**src/rtl/membus_pkg.sv**
```systemverilog
// membus_adapter shared types and default widths.
// Imported by membus_adapter and membus_timeout.
package membus_pkg;

  typedef enum logic [1:0] {
    IDLE = 2'd0,
    BUS  = 2'd1,
    DONE = 2'd2
  } membus_state_t;

  localparam int ADDR_W_DEF  = 32;
  localparam int DATA_W_DEF  = 32;
  localparam int TIMEOUT_DEF = 255;

endpackage

```
**src/rtl/membus_timeout.sv**
```systemverilog
// Bus-cycle watchdog for membus_adapter.
// Built only when MEMBUS_TIMEOUT_EN is defined.
module membus_timeout
  import membus_pkg::*;
#(
  parameter int TIMEOUT_CYCLES = TIMEOUT_DEF
) (
  input  logic clk,
  input  logic rst,
  input  logic clear,
  input  logic count_en,
  output logic expired
);

  localparam int CW = $clog2(TIMEOUT_CYCLES + 1);

  logic [CW-1:0] cnt_q;

  always_ff @(posedge clk or posedge rst) begin
    if (rst) begin
      cnt_q <= '0;
    end else if (clear) begin
      cnt_q <= '0;
    end else if (count_en) begin
      cnt_q <= cnt_q + 1'b1;
    end
  end

  // Fires in the cycle whose edge would bring the count to the limit.
  assign expired = count_en &&
                   (cnt_q == CW'(TIMEOUT_CYCLES - 1));

endmodule

```
**src/rtl/membus_adapter.sv**
```systemverilog
// Controller-to-Wishbone classic bus adapter.
// Optional bus timeout: define MEMBUS_TIMEOUT_EN.
module membus_adapter
  import membus_pkg::*;
#(
  parameter int ADDR_W         = ADDR_W_DEF,
  parameter int DATA_W         = DATA_W_DEF,
  parameter int TIMEOUT_CYCLES = TIMEOUT_DEF
) (
  input  logic                clk,
  input  logic                rst,
  input  logic                read_req,
  input  logic                write_req,
  input  logic [ADDR_W-1:0]   addr_in,
  input  logic [DATA_W-1:0]   wdata_in,
  input  logic [DATA_W/8-1:0] sel_in,
  output logic                busy,
  output logic                done,
  output logic [DATA_W-1:0]   rdata_out,
  output logic                err,
  output logic                bus_cyc,
  output logic                bus_stb,
  output logic                bus_we,
  output logic [ADDR_W-1:0]   bus_adr,
  output logic [DATA_W-1:0]   bus_dat_o,
  output logic [DATA_W/8-1:0] bus_sel,
  input  logic [DATA_W-1:0]   bus_dat_i,
  input  logic                bus_ack
);

  membus_state_t state_q, state_d;

  logic                we_q;
  logic [ADDR_W-1:0]   adr_q;
  logic [DATA_W-1:0]   dat_q;
  logic [DATA_W/8-1:0] sel_q;
  logic [DATA_W-1:0]   rdata_q;
  logic                err_q;
  logic                expired;
  logic                in_bus;
  logic                accept;

  assign in_bus = (state_q == BUS);
  assign accept = (state_q == IDLE) &&
                  (read_req || write_req);

`ifdef MEMBUS_TIMEOUT_EN
  membus_timeout #(
    .TIMEOUT_CYCLES(TIMEOUT_CYCLES)
  ) u_timeout (
    .clk     (clk),
    .rst     (rst),
    .clear   (!in_bus),
    .count_en(in_bus && !bus_ack),
    .expired (expired)
  );
`else
  assign expired = 1'b0;
`endif

  always_comb begin
    state_d = state_q;
    unique case (state_q)
      IDLE: if (read_req || write_req) state_d = BUS;
      BUS:  if (bus_ack || expired) state_d = DONE;
      DONE: state_d = IDLE;
      default: state_d = IDLE;
    endcase
  end

  always_ff @(posedge clk or posedge rst) begin
    if (rst) begin
      state_q <= IDLE;
      we_q    <= 1'b0;
      adr_q   <= '0;
      dat_q   <= '0;
      sel_q   <= '0;
      rdata_q <= '0;
      err_q   <= 1'b0;
    end else begin
      state_q <= state_d;
      err_q   <= in_bus && expired;
      // Write wins when both requests arrive together.
      if (accept) begin
        we_q  <= write_req;
        adr_q <= addr_in;
        dat_q <= wdata_in;
        sel_q <= sel_in;
      end
      if (in_bus && bus_ack && !we_q) begin
        rdata_q <= bus_dat_i;
      end
    end
  end

  assign busy      = (state_q != IDLE);
  assign done      = (state_q == DONE);
  assign err       = err_q;
  assign rdata_out = rdata_q;

  assign bus_cyc   = in_bus;
  assign bus_stb   = in_bus;
  assign bus_we    = in_bus && we_q;
  assign bus_adr   = in_bus ? adr_q : '0;
  assign bus_dat_o = (in_bus && we_q) ? dat_q : '0;
  assign bus_sel   = in_bus ? sel_q : '0;

endmodule

```
**config.mk**
```make
export PLATFORM = sky130hd
export DESIGN_NAME = membus_adapter
export DESIGN_NICKNAME = d
export VERILOG_FILES = /design/src/rtl/membus_pkg.sv /design/src/rtl/membus_timeout.sv /design/src/rtl/membus_adapter.sv
export SDC_FILE = /design/constraint.sdc
export NUM_CORES = 1
export LEC_CHECK = 0
export BUFFER_PORTS_ARGS = -buffer_cell sky130_fd_sc_hd__buf_2
export CORE_AREA = 5 5 102 104
export CTS_CLUSTER_DIAMETER = 50
export CTS_CLUSTER_SIZE = 8
export DETAILED_ROUTE_END_ITERATION = 10
export DIE_AREA = 0 0 107 109
export PLACE_DENSITY = 0.86
export SYNTH_ARGS = -nofsm -noshare
export SYNTH_HDL_FRONTEND = slang
export SYNTH_SLANG_ARGS = --single-unit
```
**constraint.sdc**
```tcl
create_clock -name clk -period 6.7 [get_ports clk]
set_input_delay 0.335 -clock clk [delete_from_list [all_inputs] [get_ports clk]]
set_output_delay 0.335 -clock clk [all_outputs]
set_load 0.01 [all_outputs]
```
# --- After elaboration in Yosys (flattened, before gate mapping) ---
# Cells that the tools add are included.
totals:
  register_bits: 103
  inputBits: 105
  output_inout_bits: 106
  elab_cells: 25
op_classes:
  eq_ne: 4
  mux: 6
  reduce_logical: 9
op_table:
  columns: ["operator", "n"]
  rows:
  - ["two-way mux 32 bit", 2]
  - ["logical AND 1 bit", 4]
  - ["two-way mux 2 bit", 2]
  - ["two-way mux 4 bit", 1]
  - ["one-hot mux 2 bit (2 select lines)", 1]
  - ["equality test 2 x 1 -> 1 bit (second input constant)", 1]
  - ["equality test 2 bit (second input constant)", 1]
  - ["logical NOT 2 bit", 1]
  - ["inequality test 2 x 1 -> 1 bit (second input constant)", 1]
  - ["inequality test 2 bit (second input constant)", 1]
  - ["AND reduction 2 bit", 1]
  - ["nonzero test 2 bit", 1]
  - ["logical NOT 1 bit", 1]
  - ["logical OR 1 bit", 1]

# --- Depth between registers and ports, before layout ---
depth:
  word_depth: 3
  depth_mapped: 6
  depth_no_buf: 3

# --- Worst setup path before layout ---
# Ideal clock, no wire load.
synth_timing:
  kind: "reg-to-reg"
  from: "register state_q[1]"
  to: "register dat_q[0]"
  setup_ns: 0.125
  arrival_time_ns: 1.393
  slack_ns: 5.182
  stages_incl_launch_ff: 6
  path_buffers: 2
  path_cell_list: "dfrtp_1 -> nor2_1 -> o21a_2 -> buf_6 -> buf_6 -> mux2_2"
synth_via:
  elab_chain_cells: 2
synth_rtl:
  columns: ["item", "line", "rtl"]
  rows:
  - ["start, declared", "membus_adapter.sv:31", "membus_state_t state_q, state_d;"]
  - ["start signal, assigned", "membus_adapter.sv:81", "state_q <= state_d;"]
  - ["logical NOT 2 bit", "membus_adapter.sv:44", "assign accept = (state_q == IDLE) &&"]
  - ["logical AND 1 bit", "membus_adapter.sv:44", null]
  - ["end signal, assigned", "membus_adapter.sv:87", "dat_q <= wdata_in;"]
  - ["end, declared", "membus_adapter.sv:35", "logic [DATA_W-1:0] dat_q;"]
# Every way passes these cells.
# A chain may end at the register's enable or synchronous reset.

# --- Worst setup path after layout ---
layout_timing:
  from: "register state_q[1]"
  to: "register rdata_q[26] (netlist: rdata_out[26])"
layout_via:
  elab_chain_cells: 3
layout_rtl:
  columns: ["item", "line", "rtl"]
  rows:
  - ["equality test 2 x 1 -> 1 bit", "membus_adapter.sv:43", "assign in_bus = (state_q == BUS);"]
  - ["logical AND 1 bit (2 in series)", "membus_adapter.sv:90", "if (in_bus && bus_ack && !we_q) begin"]
  - ["end signal, assigned", "membus_adapter.sv:91", "rdata_q <= bus_dat_i;"]
  - ["end, declared", "membus_adapter.sv:37", "logic [DATA_W-1:0] rdata_q;"]
# Every way passes these cells.

==> metrics.csv <==
stage,metric,value,unit
placement,Final GP Congestion,0.707,
cells_and_area,share of cells above drive strength 1,64.6,%
sta,worst relative slew slack,34.1,%
clock_network,Clock Sinks,103,
sta,fin. max-slew vios,0,
sta,Slew @ Worst Pin,988,ps
power_and_ir_drop,PD cells,443,nW/µm²
sta,Max Clk Rate,390,MHz
cells_and_area,Area Growth Syn to Fin,27.4,%
synth,post-synthesis cell type count,21,
grt,largest net degree at the start of global routing,74,
sta,final setup margin,4130,ps
cells_and_area,"commonest non-fill, non-tap cell in the layout",buf_2,
cells_and_area,# nets final,614,
detailed_routing,routed wire length,10.4,mm
power_and_ir_drop,Leak,0.00305,µW
setup_path,reg2reg setup slack,4130,ps
synth,Post-Syn Nets,414,
grt,first-pass GRT wire length,16.2,mm
grt,initial antenna violation count,0,
setup_path,Worst EP arrival,2800,ps
hold_path,worst hold path depth,2,
floorplan,die area,11700,µm²
placement,IO Port Bufs,209,
synth,number of synthesized register bits,103,
setup_path,Startpoint Class,register,
clock_network,clock root cell,clkbuf_8,
setup_path,worst setup path class,reg2reg,
run,Max Cap Viol,0,
power_and_ir_drop,VDD IR max,0.000242,V
synth,Mapped Cells,309,
detailed_routing,WL/cell,16.6,µm
setup_path,"Req. time, crit path",6930,ps
hold_path,Worst Hold Class,in2reg,
status,outcome,completed,
placement,dpl ws,4130,ps
clock_network,Inserted Clock Buffers,9,
floorplan,Die H,109,µm
sta,Final TNS setup,0,ps
sta,RSZ-0062 raised after global routing,false,
hold_path,hold_sp,addr_in[10],
synth,synthesized area,4520,µm²
sta,period utilization,38.3,%
grt,remaining global-route overflow,0,
synth,sequential share of the synthesized area,57.0,%
detailed_routing,DR vias/cell,4.96,
hold_path,Hold EP,adr_q[10]$_DFFE_PP0P_,
sta,"Hold Violations, Final",0,
floorplan,chip width,107,µm
setup_path,reg2reg path depth,4,
synth,warnings from Yosys,0,
cells_and_area,ANT cells,0,
cells_and_area,most frequent cells in the layout,"buf_2 (209), dfrtp_1 (103), mux2_2 (70)",
setup_path,worst r2r src,state_q[1]$_DFFE_PP0P_,
clock_network,"Reg clk slew, reported paths",110,ps
floorplan,I/O pin cnt,211,
setup_path,Worst Path Max Fanout,73,
sta,Setup-failing EPs final,0,
floorplan,Core ar.,9460,µm²
detailed_routing,# DRC,0,
cells_and_area,filler instances,802,
floorplan,row cnt,36,
clock_network,Worst-Skew Late Latency,360,ps
sta,post-route minimum period,2570,ps
placement,detailed placement HPWL,7.58,mm
sta,Final Skew,17.1,ps
setup_path,Critical Path End Type,register,
clock_network,clk buf depth,2,
clock_network,H-tree levels,3,
synth,syn avg cell area,14.6,µm²
grt,vias in the first global route,3342,
detailed_routing,Post-DRT Antenna Nets,0,
floorplan,initial core utilization,47.8,%
detailed_routing,initial DRC count,136,
grt,Global Route Usage Sum,17.7,%
detailed_routing,via count,3113,
setup_path,R2R Path End,rdata_out[26]$_DFFE_PP0P_,
detailed_routing,DRT Pass-1 Iters,4,
clock_network,TritonCTS clock tree,yes,
metrics by stage:
step	utilization, %	hold WS (ps)	instances	total power [µW]	instance area (µm²)
floorplan	-	434	309	1810	4520
global placement	58.7	342	611	2130	5550
detailed placement	58.7	355	611	2180	5550
CTS	60.9	177	628	2590	5760
global route	60.9	166	628	2720	5760
finish	60.9	193	628	2550	5760
repair_timing:
action | in CTS | in global routing
setup buffers | 0 | 0
resized for setup | 0 | 0
hold buffers | 1 | 0
hold endpoints to repair | 32 | 0
setup endpoints to repair | 0 | 0
worst max-delay path, cell delays in order, from the launching register on:
cell	delay [ps]
dfrtp_1	440
nor2b_4	120
buf_4	470
and3b_2	950
mux2_2	420
Yosys cell counts:
| library cell | n | share of area, % |
|---|---|---|
| dfrtp_1 | 103 | 57 |
| mux2_2 | 70 | 17 |
| and2_1 | 38 | 5.3 |
| and3_1 | 32 | 4.4 |
| mux2_4 | 30 | 10 |
| clkbuf_1 | 10 | 0.83 |
| buf_6 | 5 | 1.2 |
| buf_2 | 4 | 0.44 |
| buf_12 | 3 | 1.3 |
| buf_4 | 2 | 0.33 |
| inv_1 | 2 | 0.17 |
| a211oi_1 | 1 | 0.17 |
| a22o_1 | 1 | 0.19 |
| and2b_1 | 1 | 0.17 |
| and3b_1 | 1 | 0.19 |
| conb_1 | 1 | 0.083 |
| nand2_1 | 1 | 0.083 |
| nor2_1 | 1 | 0.083 |
| nor2b_4 | 1 | 0.30 |
| nor3_1 | 1 | 0.11 |
| o21a_2 | 1 | 0.19 |
where the power goes:
group / leakage (µW) / internal [µW] / total (µW) / switching (µW)
combinational: 0.00173 / 595 / 1060 / 463
sequential: 0.00121 / 927 / 1100 / 169
clock: 0.000107 / 186 / 397 / 211
how the worst max path moves through the flow:
stage | slack (ps) | from | endpoint | cells after the start
after floorplan | 3660 | rst | adr_q[0]$_DFFE_PP0P_ | 1
after global placement | 4250 | state_q[0]$_DFFE_PP0P_ | rdata_out[26]$_DFFE_PP0P_ | 4
after detailed placement | 4130 | state_q[0]$_DFFE_PP0P_ | rdata_out[26]$_DFFE_PP0P_ | 4
after CTS | 4110 | state_q[1]$_DFFE_PP0P_ | rdata_out[26]$_DFFE_PP0P_ | 4
after global routing | 3980 | state_q[1]$_DFFE_PP0P_ | rdata_out[26]$_DFFE_PP0P_ | 4
final | 4130 | state_q[1]$_DFFE_PP0P_ | rdata_out[26]$_DFFE_PP0P_ | 4
layout make-up:
class,count,area (µm²),area share (%)
clock buffer,10,138,2.39
inverter,2,10.0,0.174
sequential,103,2580,44.7
timing repair buffer,213,1080,18.7
tap,114,143,2.48
clock inverter,6,66.3,1.15
multi-input combinational,180,1750,30.4
state kept, by name (all words and copies together), names as in the netlist:
name       count
sel_q          4
adr_q         32
rdata_out     32
dat_q         32
we_q           1
state_q        2
metal layers:
layer / up-vias / GRT usage [%] / routed length, µm
met5: - / 0 / 0
met4: 0 / 3.29 / 63
met3: 7 / 7.34 / 941
met2: 125 / 30.9 / 5290
met1: 1524 / 20.6 / 4100
li1: 1457 / - / -
logic make-up after synthesis:
logic type	Yosys count	share of synthesized area, %
other cells	1	0.0829
compound gates	3	0.554
simple gates	76	10.6
flops	103	57.0
buf+inv	26	4.34
mux	100	27.4
Power figures use the tool's default switching activity.
